[src/rtl/shift194_ctrl_pkg.sv]
// Shared types and constants for the shift194 sequencing controller.
package shift194_pkg;

   localparam int TICK_DIV_DEF = 4;

   typedef enum logic [2:0] {
      IDLE,
      LOAD,
      WAIT,
      SHIFT,
      FIN
   } state_t;

   // S encodings seen by the '194-style shift register
   localparam logic [1:0] S_HOLD = 2'b00;
   localparam logic [1:0] S_LOAD = 2'b01;
   localparam logic [1:0] S_SHR0 = 2'b10;  // toward bit 0, D[0] enters bit 3
   localparam logic [1:0] S_SHR3 = 2'b11;  // toward bit 3, D[1] enters bit 0

endpackage

[src/rtl/shift194_ctrl_if.sv]
// Command/status and shift-register pins of the shift194 controller.
// Optional macro SHIFT194_CTRL_PAUSE_EN adds the pause input.
interface shift194_ctrl_if;
   logic       start;
   logic       stop;
   logic [0:3] seed;
   logic       mode;
   logic       dir;
   logic [3:0] steps;
   logic [0:3] q;
   logic [1:0] s;
   logic [1:0] d;
   logic [0:3] par_in;
   logic       busy;
   logic       done;
`ifdef SHIFT194_CTRL_PAUSE_EN
   logic       pause;

   modport master (output start, stop, seed, mode, dir, steps, q, pause,
                   input  s, d, par_in, busy, done);
   modport slave  (input  start, stop, seed, mode, dir, steps, q, pause,
                   output s, d, par_in, busy, done);
`else
   modport master (output start, stop, seed, mode, dir, steps, q,
                   input  s, d, par_in, busy, done);
   modport slave  (input  start, stop, seed, mode, dir, steps, q,
                   output s, d, par_in, busy, done);
`endif
endinterface

[src/rtl/shift194_ctrl_tick_prescaler.sv]
// Down-counting period timer: clr restarts the period, en counts down,
// tc_o is high once the period has run out.
module tick_prescaler #(
   parameter int TICK_DIV = 4
) (
   input  logic clk_i,
   input  logic rst_i,
   input  logic clr_i,
   input  logic en_i,
   output logic tc_o
);
   // TICK_DIV-1 wait cycles: reload value counts down to zero inclusive
   localparam logic [7:0] RELOAD = 8'(TICK_DIV - 2);

   logic [7:0] cnt_q, cnt_d;

   // reload, count down while enabled, hold at zero
   always_comb begin
      cnt_d = cnt_q;
      if (clr_i)
         cnt_d = RELOAD;
      else if (en_i && (cnt_q != 8'd0))
         cnt_d = cnt_q - 8'd1;
   end

   // counter register with synchronous reset
   always_ff @(posedge clk_i) begin
      if (rst_i)
         cnt_q <= RELOAD;
      else
         cnt_q <= cnt_d;
   end

   assign tc_o = (cnt_q == 8'd0);

endmodule

[src/rtl/shift194_ctrl.sv]
// Sequencer driving a '194-style 4-bit shift register: load a seed, then
// shift with ring or Johnson feedback every TICK_DIV cycles.
// Optional macro SHIFT194_CTRL_PAUSE_EN: pause input freezes the WAIT timer.
//
//   state | meaning
//   IDLE  | waiting for start, command fields latched on start
//   LOAD  | S=01, parallel load of the seed
//   WAIT  | S=00, prescaler running
//   SHIFT | one shift with feedback bit on D
//   FIN   | DONE pulse, back to IDLE
module shift194_ctrl
   import shift194_pkg::*;
#(
   parameter int TICK_DIV = TICK_DIV_DEF
) (
   input  logic               clk_i,
   input  logic               mr_i,
   shift194_ctrl_if.slave     bus
);
   state_t     state_q, state_d;
   logic [0:3] seed_q, seed_d;
   logic       mode_q, mode_d;
   logic       dir_q, dir_d;
   logic [3:0] steps_q, steps_d;
   logic [3:0] cnt_q, cnt_d;
   logic       stop_pend_q, stop_pend_d;
   logic [1:0] s_q, s_d;
   logic [1:0] d_q, d_d;
   logic [0:3] in_q, in_d;
   logic       busy_q, busy_d;
   logic       done_q, done_d;

   logic       pause_w;
   logic       active_w;
   logic       stop_now;
   logic       tick_tc;
   logic       unused_q;

`ifdef SHIFT194_CTRL_PAUSE_EN
   assign pause_w = bus.pause;
`else
   assign pause_w = 1'b0;
`endif

   // only the end bits of Q feed back
   assign unused_q = bus.q[1] ^ bus.q[2];

   assign active_w = (state_q == LOAD) || (state_q == WAIT) || (state_q == SHIFT);
   assign stop_now = stop_pend_q || (active_w && bus.stop);

   tick_prescaler #(.TICK_DIV(TICK_DIV)) u_tick (
      .clk_i (clk_i),
      .rst_i (mr_i),
      .clr_i (state_q != WAIT),
      .en_i  ((state_q == WAIT) && !pause_w),
      .tc_o  (tick_tc)
   );

   // next state plus outputs for the cycle being entered (registered below)
   always_comb begin
      state_d     = state_q;
      seed_d      = seed_q;
      mode_d      = mode_q;
      dir_d       = dir_q;
      steps_d     = steps_q;
      cnt_d       = cnt_q;
      stop_pend_d = active_w ? stop_now : 1'b0;

      case (state_q)
         IDLE: begin
            if (bus.start) begin
               seed_d  = bus.seed;
               mode_d  = bus.mode;
               dir_d   = bus.dir;
               steps_d = bus.steps;
               cnt_d   = 4'd0;
               state_d = LOAD;
            end
         end
         LOAD:  state_d = WAIT;
         WAIT: begin
            if (tick_tc && !pause_w)
               state_d = SHIFT;
         end
         SHIFT: begin
            cnt_d = cnt_q + 4'd1;
            if (stop_now || ((steps_q != 4'd0) && (cnt_d == steps_q)))
               state_d = FIN;
            else
               state_d = WAIT;
         end
         FIN:     state_d = IDLE;
         default: state_d = IDLE;
      endcase

      s_d    = S_HOLD;
      d_d    = 2'b00;
      in_d   = 4'b0000;
      busy_d = (state_d == LOAD) || (state_d == WAIT) || (state_d == SHIFT);
      done_d = (state_d == FIN);
      case (state_d)
         LOAD: begin
            s_d  = S_LOAD;
            in_d = seed_d;
         end
         SHIFT: begin
            // Q is held during WAIT, so sampling it here matches Q in SHIFT
            if (dir_q) begin
               s_d = S_SHR0;
               d_d = {1'b0, bus.q[0] ^ mode_q};
            end else begin
               s_d = S_SHR3;
               d_d = {bus.q[3] ^ mode_q, 1'b0};
            end
         end
         default: ;
      endcase
   end

   // state, command latches and registered outputs; mr_i wins over everything
   always_ff @(posedge clk_i) begin
      if (mr_i) begin
         state_q     <= IDLE;
         seed_q      <= 4'b0000;
         mode_q      <= 1'b0;
         dir_q       <= 1'b0;
         steps_q     <= 4'd0;
         cnt_q       <= 4'd0;
         stop_pend_q <= 1'b0;
         s_q         <= S_HOLD;
         d_q         <= 2'b00;
         in_q        <= 4'b0000;
         busy_q      <= 1'b0;
         done_q      <= 1'b0;
      end else begin
         state_q     <= state_d;
         seed_q      <= seed_d;
         mode_q      <= mode_d;
         dir_q       <= dir_d;
         steps_q     <= steps_d;
         cnt_q       <= cnt_d;
         stop_pend_q <= stop_pend_d;
         s_q         <= s_d;
         d_q         <= d_d;
         in_q        <= in_d;
         busy_q      <= busy_d;
         done_q      <= done_d;
      end
   end

   assign bus.s      = s_q;
   assign bus.d      = d_q;
   assign bus.par_in = in_q;
   assign bus.busy   = busy_q;
   assign bus.done   = done_q;

endmodule

[src/flat_wrapper.sv]
// flat-port wrapper written by rule: the top's interface ports become plain ports
module shift194_ctrl_flat import shift194_pkg::*;
#(
   parameter int TICK_DIV = TICK_DIV_DEF
)
  (clk_i, mr_i, bus_start, bus_stop, bus_seed, bus_mode, bus_dir, bus_steps, bus_q, bus_s, bus_d, bus_par_in, bus_busy, bus_done);
  shift194_ctrl_if bus_i ();
  input  logic clk_i;
  input  logic mr_i;
  input wire logic [$bits(bus_i.start)-1:0] bus_start;
  input wire logic [$bits(bus_i.stop)-1:0] bus_stop;
  input wire logic [$bits(bus_i.seed)-1:0] bus_seed;
  input wire logic [$bits(bus_i.mode)-1:0] bus_mode;
  input wire logic [$bits(bus_i.dir)-1:0] bus_dir;
  input wire logic [$bits(bus_i.steps)-1:0] bus_steps;
  input wire logic [$bits(bus_i.q)-1:0] bus_q;
  output wire logic [$bits(bus_i.s)-1:0] bus_s;
  output wire logic [$bits(bus_i.d)-1:0] bus_d;
  output wire logic [$bits(bus_i.par_in)-1:0] bus_par_in;
  output wire logic [$bits(bus_i.busy)-1:0] bus_busy;
  output wire logic [$bits(bus_i.done)-1:0] bus_done;
  assign bus_i.start = bus_start;
  assign bus_i.stop = bus_stop;
  assign bus_i.seed = bus_seed;
  assign bus_i.mode = bus_mode;
  assign bus_i.dir = bus_dir;
  assign bus_i.steps = bus_steps;
  assign bus_i.q = bus_q;
  assign bus_s = bus_i.s;
  assign bus_d = bus_i.d;
  assign bus_par_in = bus_i.par_in;
  assign bus_busy = bus_i.busy;
  assign bus_done = bus_i.done;
  shift194_ctrl #(.TICK_DIV(TICK_DIV)) u_core (.clk_i(clk_i), .mr_i(mr_i), .bus(bus_i));
endmodule
[config.mk]
export PLATFORM = sky130hd
export DESIGN_NAME = shift194_ctrl_flat
export DESIGN_NICKNAME = d
export VERILOG_FILES = /design/src/rtl/shift194_ctrl_pkg.sv /design/src/rtl/shift194_ctrl_if.sv /design/src/rtl/shift194_ctrl_tick_prescaler.sv /design/src/rtl/shift194_ctrl.sv /design/src/flat_wrapper.sv
export SDC_FILE = /design/constraint.sdc
export NUM_CORES = 1
export LEC_CHECK = 0
export CORE_ASPECT_RATIO = 0.7
export CORE_MARGIN = 4
export CORE_UTILIZATION = 53
export CTS_CLUSTER_DIAMETER = 50
export DETAILED_ROUTE_END_ITERATION = 8
export PLACE_DENSITY = 0.79
export SLEW_MARGIN = 5
export SYNTH_ARGS = -nofsm -noshare
export SYNTH_HDL_FRONTEND = slang
export SYNTH_SLANG_ARGS = --single-unit
[constraint.sdc]
create_clock -name clk_i -period 4.28 [get_ports clk_i]
set_input_delay 0.856 -clock clk_i [delete_from_list [all_inputs] [get_ports clk_i]]
set_output_delay 0.856 -clock clk_i [all_outputs]
set_load 0.005 [all_outputs]
==> flow_metrics.env, run 1 <==
export IMPL_avgSynthCellArea_um2=8.70
export IMPL_fillers=173
export IMPL_synth_area_um2=1330
export IMPL_path_class="in -> reg"
export IMPL_cp_required_ns=4.49
export IMPL_async_flop_share=0
export IMPL_core_um2=2260
export IMPL_antenna_cells=0
export IMPL_slowest_stage="clkdlybuf4s50_1"
export IMPL_ys_seq_area_frac=0.481
export IMPL_drc=0
export IMPL_finalNetCount=201
export IMPL_synth_ff_type="dfxtp_1"
export IMPL_fmax_mhz=407
export IMPL_switchingPower_uw=129
export IMPL_rsz0062_at_grt="false"
export IMPL_final_setup_tns_ns=0
export IMPL_synth_commonest_cells="32 x dfxtp_1, 23 x nand2_1, 21 x nor2_1"
export IMPL_power_leakage_uw=0.000639
export IMPL_slew_violations=0
export IMPL_yosysTopAreaCell="dfxtp_1"
export IMPL_ys_types=33
export IMPL_ys_warn_count=0
export IMPL_cts_tree="yes"
export IMPL_clock_power_share=0.269
export IMPL_status="complete, no violations"
export IMPL_post_route_period_util=0.574
export IMPL_fin_worst_skew_ns=0.00645
export IMPL_viasPerCell=5.15
export IMPL_synth_most_common_cell="dfxtp_1"
export IMPL_seqPwrFrac=0.597
export IMPL_dpl_hpwl_mm=1.99
export IMPL_numCtsBuffers=5
export IMPL_ys_seq_elements=32
export IMPL_io_buffer_count=25
export IMPL_cts_setup_buffers=0
export IMPL_clkLatencyLatePin_ns=0.32
export IMPL_cp_max_fo=19
export IMPL_gr_total_overflow=0
export IMPL_crit_family="buffers and inverters"
export IMPL_area_delta_synth_final_pct=23.2
export IMPL_synth_top_area_share=0.481
export IMPL_whs_ns=0.489
export IMPL_first_global_vias=980
export IMPL_tritoncts_num_sinks=32
export IMPL_h_tree_depth=2
export IMPL_dieArea_um2=3390
export IMPL_crit_path_end_kind="flip-flop"
export IMPL_antenna_found_initial=0
export IMPL_path_clk_slew_ns=0.09
export IMPL_hp_class="reg -> reg"
export IMPL_ys_top_cells_by_area="dfxtp_1 48%, nand2_1 6.5%, nor2_1 5.9%"
export IMPL_drv_cap=0
export IMPL_worst_pin_slew_ns=0.664
export IMPL_wl_mm=2.63
export IMPL_crit_path_start_kind="input pin"
export IMPL_cts_resized=0
export IMPL_via_count=1086
export IMPL_drt_initial_drc_count=79
export IMPL_drt_pass1_iterations=4
export IMPL_ir_drop_mv=0.213
export IMPL_synth_edf_count=0
export IMPL_p_sw_frac=0.246
export IMPL_clk_path_buf_depth=2
export IMPL_gp_congestion=0.802
export IMPL_cp_cell_sequence="clkdlybuf4s50_1 -> or2_1 -> nor2_8 -> nor2_2 -> o21ai_0"
export IMPL_slew_headroom=0.556
export IMPL_crit_path_max_incr_delay_ns=0.90
export IMPL_p_comb_frac=0.133
export IMPL_syn_instance_count=153
export IMPL_syn_num_nets=173
export IMPL_internal_power_uw=396
export IMPL_hold_violations=0
export IMPL_die_w_um=67.9
export IMPL_start_util=0.589
export IMPL_drt_wirelength_per_cell_um=12.4
export IMPL_min_period_ns=2.46
export IMPL_setup_violations=0
export IMPL_drive_above_1_share=0.0726
export IMPL_critPathArrivalTime_ns=2.66
export IMPL_pin_count=28
export IMPL_grt_max_degree=20
export IMPL_track_usage=0.177
export IMPL_ant_nets=0
export IMPL_powerDensity_nw_per_um2=320
export IMPL_crit_buf_inv=1
export IMPL_grt_pass1_wl_mm=4.37
export IMPL_std_cell_rows=14
export IMPL_ctsHoldBuffers=0
export IMPL_die_y_um=49.9
export IMPL_cts_root_buf="clkbuf_4"
## kinds of logic after synthesis
kind of cell    after synthesis  share of synthesized area
simple gates                 77                      0.288
flops                        32                      0.481
compound gates               19                     0.0836
xor+xnor                     13                     0.0855
buf+inv                       8                     0.0282
mux                           2                     0.0150
fa+ha+maj                     2                     0.0188
## layout make-up
class	count	area, um^2	area share
flip-flops and latches	32	641	0.391
well taps	32	40.0	0.0244
multi-input cells	113	653	0.398
repair buffers	26	258	0.157
inverters	3	11.3	0.00687
clock buffers	5	37.5	0.0229
## metal layers
metal	wire length, um	track usage
met4	35	0.0792
met3	266	0.0841
met1	1310	0.239
met2	1010	0.234
met5	0	0
## worst min-delay path: cells and delay by family, from the launching register on
kind / cells / cell delay (ns)
AO/OA/AOI/OAI: 1 / 0.05
flip-flops: 1 / 0.33
AND/OR/NAND/NOR: 1 / 0.06
## sequential cells by signal, summed over array words and instances (netlist names)
signal / count
u_core.mode_q: 1
u_core.steps_q: 4
u_core.bus.par_in: 4
u_core.state_q: 3
u_core.bus.busy: 1
u_core.bus.d: 2
u_core.bus.done: 1
u_core.stop_pend_q: 1
u_core.u_tick.cnt_q: 8
u_core.bus.s: 2
u_core.dir_q: 1
u_core.cnt_q: 4
## placed cells by master (no fill, tap or decap), types with 2 or more instances in the layout
cell type        synthesis  routed
dfxtp_1                 32      32
mux2i_1                  2       2
nand3_1                  5       5
nand3b_1                 2       2
ha_1                     2       2
a21oi_1                 11      11
nand2_1                 23      23
nand2b_1                 2       2
inv_1                    3       3
nor2_1                  21      21
nor4_1                   2       2
o21ai_0                  4       4
xnor2_1                  4       4
nor3_1                   9       9
clkbuf_4                 0       5
clkdlybuf4s50_1          0      25
or3_1                    2       2
xor2_1                   9       9
## per-stage QoR
step	area, um^2	setup WS, ns	total power [uW]	util	instances
after global routing	1640	1.74	554	0.726	211
after detailed placement	1600	1.53	390	0.709	206
after global placement	1600	1.52	388	0.709	206
final	1640	1.82	525	0.726	211
after CTS	1640	1.87	530	0.726	211
after floorplan	1330	2.60	360	-	153
## power by group through the flow
stage / logic [uW] / registers [uW] / clock network, uW
2_1_floorplan: 40.7 / 320 / 0
3_3_place_gp: 67.8 / 320 / 0
3_5_place_dp: 69.4 / 321 / 0
4_1_cts: 69.9 / 314 / 146
5_1_grt: 77.4 / 315 / 161
6_report: 70.0 / 314 / 141
## worst paths after layout
path	from	to	slack (ns)	cells after the start
setup / recovery	mr_i	u_core.bus.busy$_SDFF_PP0_	1.82	5
hold / removal	u_core.cnt_q[1]$_SDFFE_PP0P_	u_core.cnt_q[1]$_SDFFE_PP0P_	0.49	2
setup reg to reg	u_core.state_q[2]$_SDFF_PP0_	u_core.bus.s[0]$_SDFF_PP0_	2.63	5
hold reg to reg	u_core.cnt_q[1]$_SDFFE_PP0P_	u_core.cnt_q[1]$_SDFFE_PP0P_	0.49	2
(Power assumes the default switching activity.)
==> inputs of run 2 (changes only) <==
Settings changed: CORE_UTILIZATION 53 to 49, PLACE_DENSITY 0.79 to 0.73.
Clock period 4.28 ns to 2.4 ns, I/O delays scaled along.
==> run 2 against run 1 <==
Effect of this change: via count grew 1.3%; clock skew shrank 0.0028 ns; sequential cell count is the same; sequential power grew 79%; hold slack lost 0.0068 ns; critical path depth grew 2; first-iteration DRC count shrank 10%; worst setup slack lost 1.1 ns; wire length grew 14%; power grew 110%; sequential share of layout area shrank 1.5 points.
==> flow_metrics.env, run 2 (same netlist as run 1, synthesis figures left out) <==
export IMPL_path_clk_slew_ns=0.06
export IMPL_dpl_hpwl_mm=2.17
export IMPL_drv_cap=0
export IMPL_crit_path_start_kind="flip-flop"
export IMPL_cts_tree="yes"
export IMPL_die_y_um=51.6
export IMPL_antenna_found_initial=0
export IMPL_slew_headroom=0.667
export IMPL_path_class="reg -> reg"
export IMPL_die_w_um=70.3
export IMPL_internal_power_uw=839
export IMPL_dieArea_um2=3630
export IMPL_cts_resized=0
export IMPL_grt_pass1_wl_mm=4.89
export IMPL_fin_worst_skew_ns=0.00361
export IMPL_std_cell_rows=15
export IMPL_drc=0
export IMPL_cp_required_ns=2.55
export IMPL_clkLatencyLatePin_ns=0.28
export IMPL_drt_pass1_iterations=4
export IMPL_ant_nets=0
export IMPL_largest_register="u_core.u_tick.cnt_q"
export IMPL_viasPerCell=5.07
export IMPL_h_tree_depth=2
export IMPL_clock_power_share=0.379
export IMPL_crit_path_end_kind="flip-flop"
export IMPL_cts_setup_buffers=0
export IMPL_cts_root_buf="clkbuf_8"
export IMPL_whs_ns=0.482
export IMPL_drive_above_1_share=0.0929
export IMPL_grt_max_degree=19
export IMPL_hold_violations=0
export IMPL_antenna_cells=0
export IMPL_switchingPower_uw=269
export IMPL_io_buffer_count=25
export IMPL_drt_wirelength_per_cell_um=13.8
export IMPL_start_util=0.525
export IMPL_powerDensity_nw_per_um2=650
export IMPL_seqPwrFrac=0.506
export IMPL_fmax_mhz=585
export IMPL_critPathArrivalTime_ns=1.86
export IMPL_layout_common_cells="32 x dfxtp_1, 25 x clkdlybuf4s50_1, 23 x nand2_1"
export IMPL_hp_class="reg -> reg"
export IMPL_numCtsBuffers=5
export IMPL_p_comb_frac=0.115
export IMPL_fillers=221
export IMPL_final_common_cell="dfxtp_1"
export IMPL_pin_count=28
export IMPL_via_count=1100
export IMPL_clk_path_buf_depth=2
export IMPL_area_delta_synth_final_pct=28.1
export IMPL_worst_pin_slew_ns=0.500
export IMPL_gr_total_overflow=0
export IMPL_wl_mm=2.98
export IMPL_tritoncts_num_sinks=32
export IMPL_ir_drop_mv=0.288
export IMPL_core_um2=2530
export IMPL_post_route_period_util=0.712
export IMPL_first_global_vias=1090
export IMPL_min_period_ns=1.71
export IMPL_p_sw_frac=0.243
export IMPL_largest_reg_flops=8
export IMPL_finalNetCount=202
export IMPL_track_usage=0.180
export IMPL_ctsHoldBuffers=0
export IMPL_slew_violations=0
export IMPL_rsz0062_at_grt="false"
export IMPL_cp_max_fo=6
export IMPL_status="complete, no violations"
export IMPL_setup_violations=0
export IMPL_drt_initial_drc_count=71
export IMPL_gp_congestion=0.786
export IMPL_power_leakage_uw=0.000672
export IMPL_final_setup_tns_ns=0
[run 2: through the flow]
stage,cells,util,area [um^2],total power (uW),worst slack [ns]
after floorplan,153,-,1330,643,0.990
after global placement,209,0.637,1610,694,0.497
after detailed placement,209,0.637,1610,698,0.490
after CTS,217,0.673,1710,1110,0.697
after global routing,217,0.673,1710,1160,0.581
final,217,0.673,1710,1110,0.690
[run 2: worst paths after layout]
kind	start	endpoint	slack [ns]	cells after the start
worst min register to register	u_core.steps_q[3]$_SDFFE_PP0P_	u_core.steps_q[3]$_SDFFE_PP0P_	0.48	2
worst max-delay path	u_core.u_tick.cnt_q[0]$_SDFFE_PP0P_	u_core.u_tick.cnt_q[7]$_SDFFE_PP0P_	0.69	7
worst max register to register	u_core.u_tick.cnt_q[0]$_SDFFE_PP0P_	u_core.u_tick.cnt_q[7]$_SDFFE_PP0P_	0.69	7
worst min-delay path	u_core.steps_q[3]$_SDFFE_PP0P_	u_core.steps_q[3]$_SDFFE_PP0P_	0.48	2
[run 2: power groups by stage]
stage / Sequential (uW) / Clock (uW) / Combinational [uW]
final: 561 / 419 / 128
after global routing: 563 / 452 / 141
after CTS: 561 / 426 / 127
after detailed placement: 572 / 0 / 126
after global placement: 571 / 0 / 123
after floorplan: 570 / 0 / 72.6
[run 2: layout make-up]
cell class	instances	area (um^2)	share of cell area
multi-input combinational	113	653	0.383
tap	34	42.5	0.0249
clock buffer	6	82.6	0.0484
sequential	32	641	0.376
clock inverter	2	10.0	0.00587
timing repair buffer	27	265	0.156
inverter	3	11.3	0.00660
[run 2: critical path, cell delays in order (launching register included)]
cell and delay (ns):
dfxtp_1 0.38, inv_1 0.07, ha_1 0.23, nor3b_1 0.18, a21oi_2 0.33, nand3_1 0.16, xor2_1 0.18, nor2_1 0.06
[run 2: metal layers]
metal,global-route usage,share of wire
met1,0.226,0.48
met2,0.275,0.42
met3,0.0695,0.081
met4,0.0828,0.018
met5,0,0
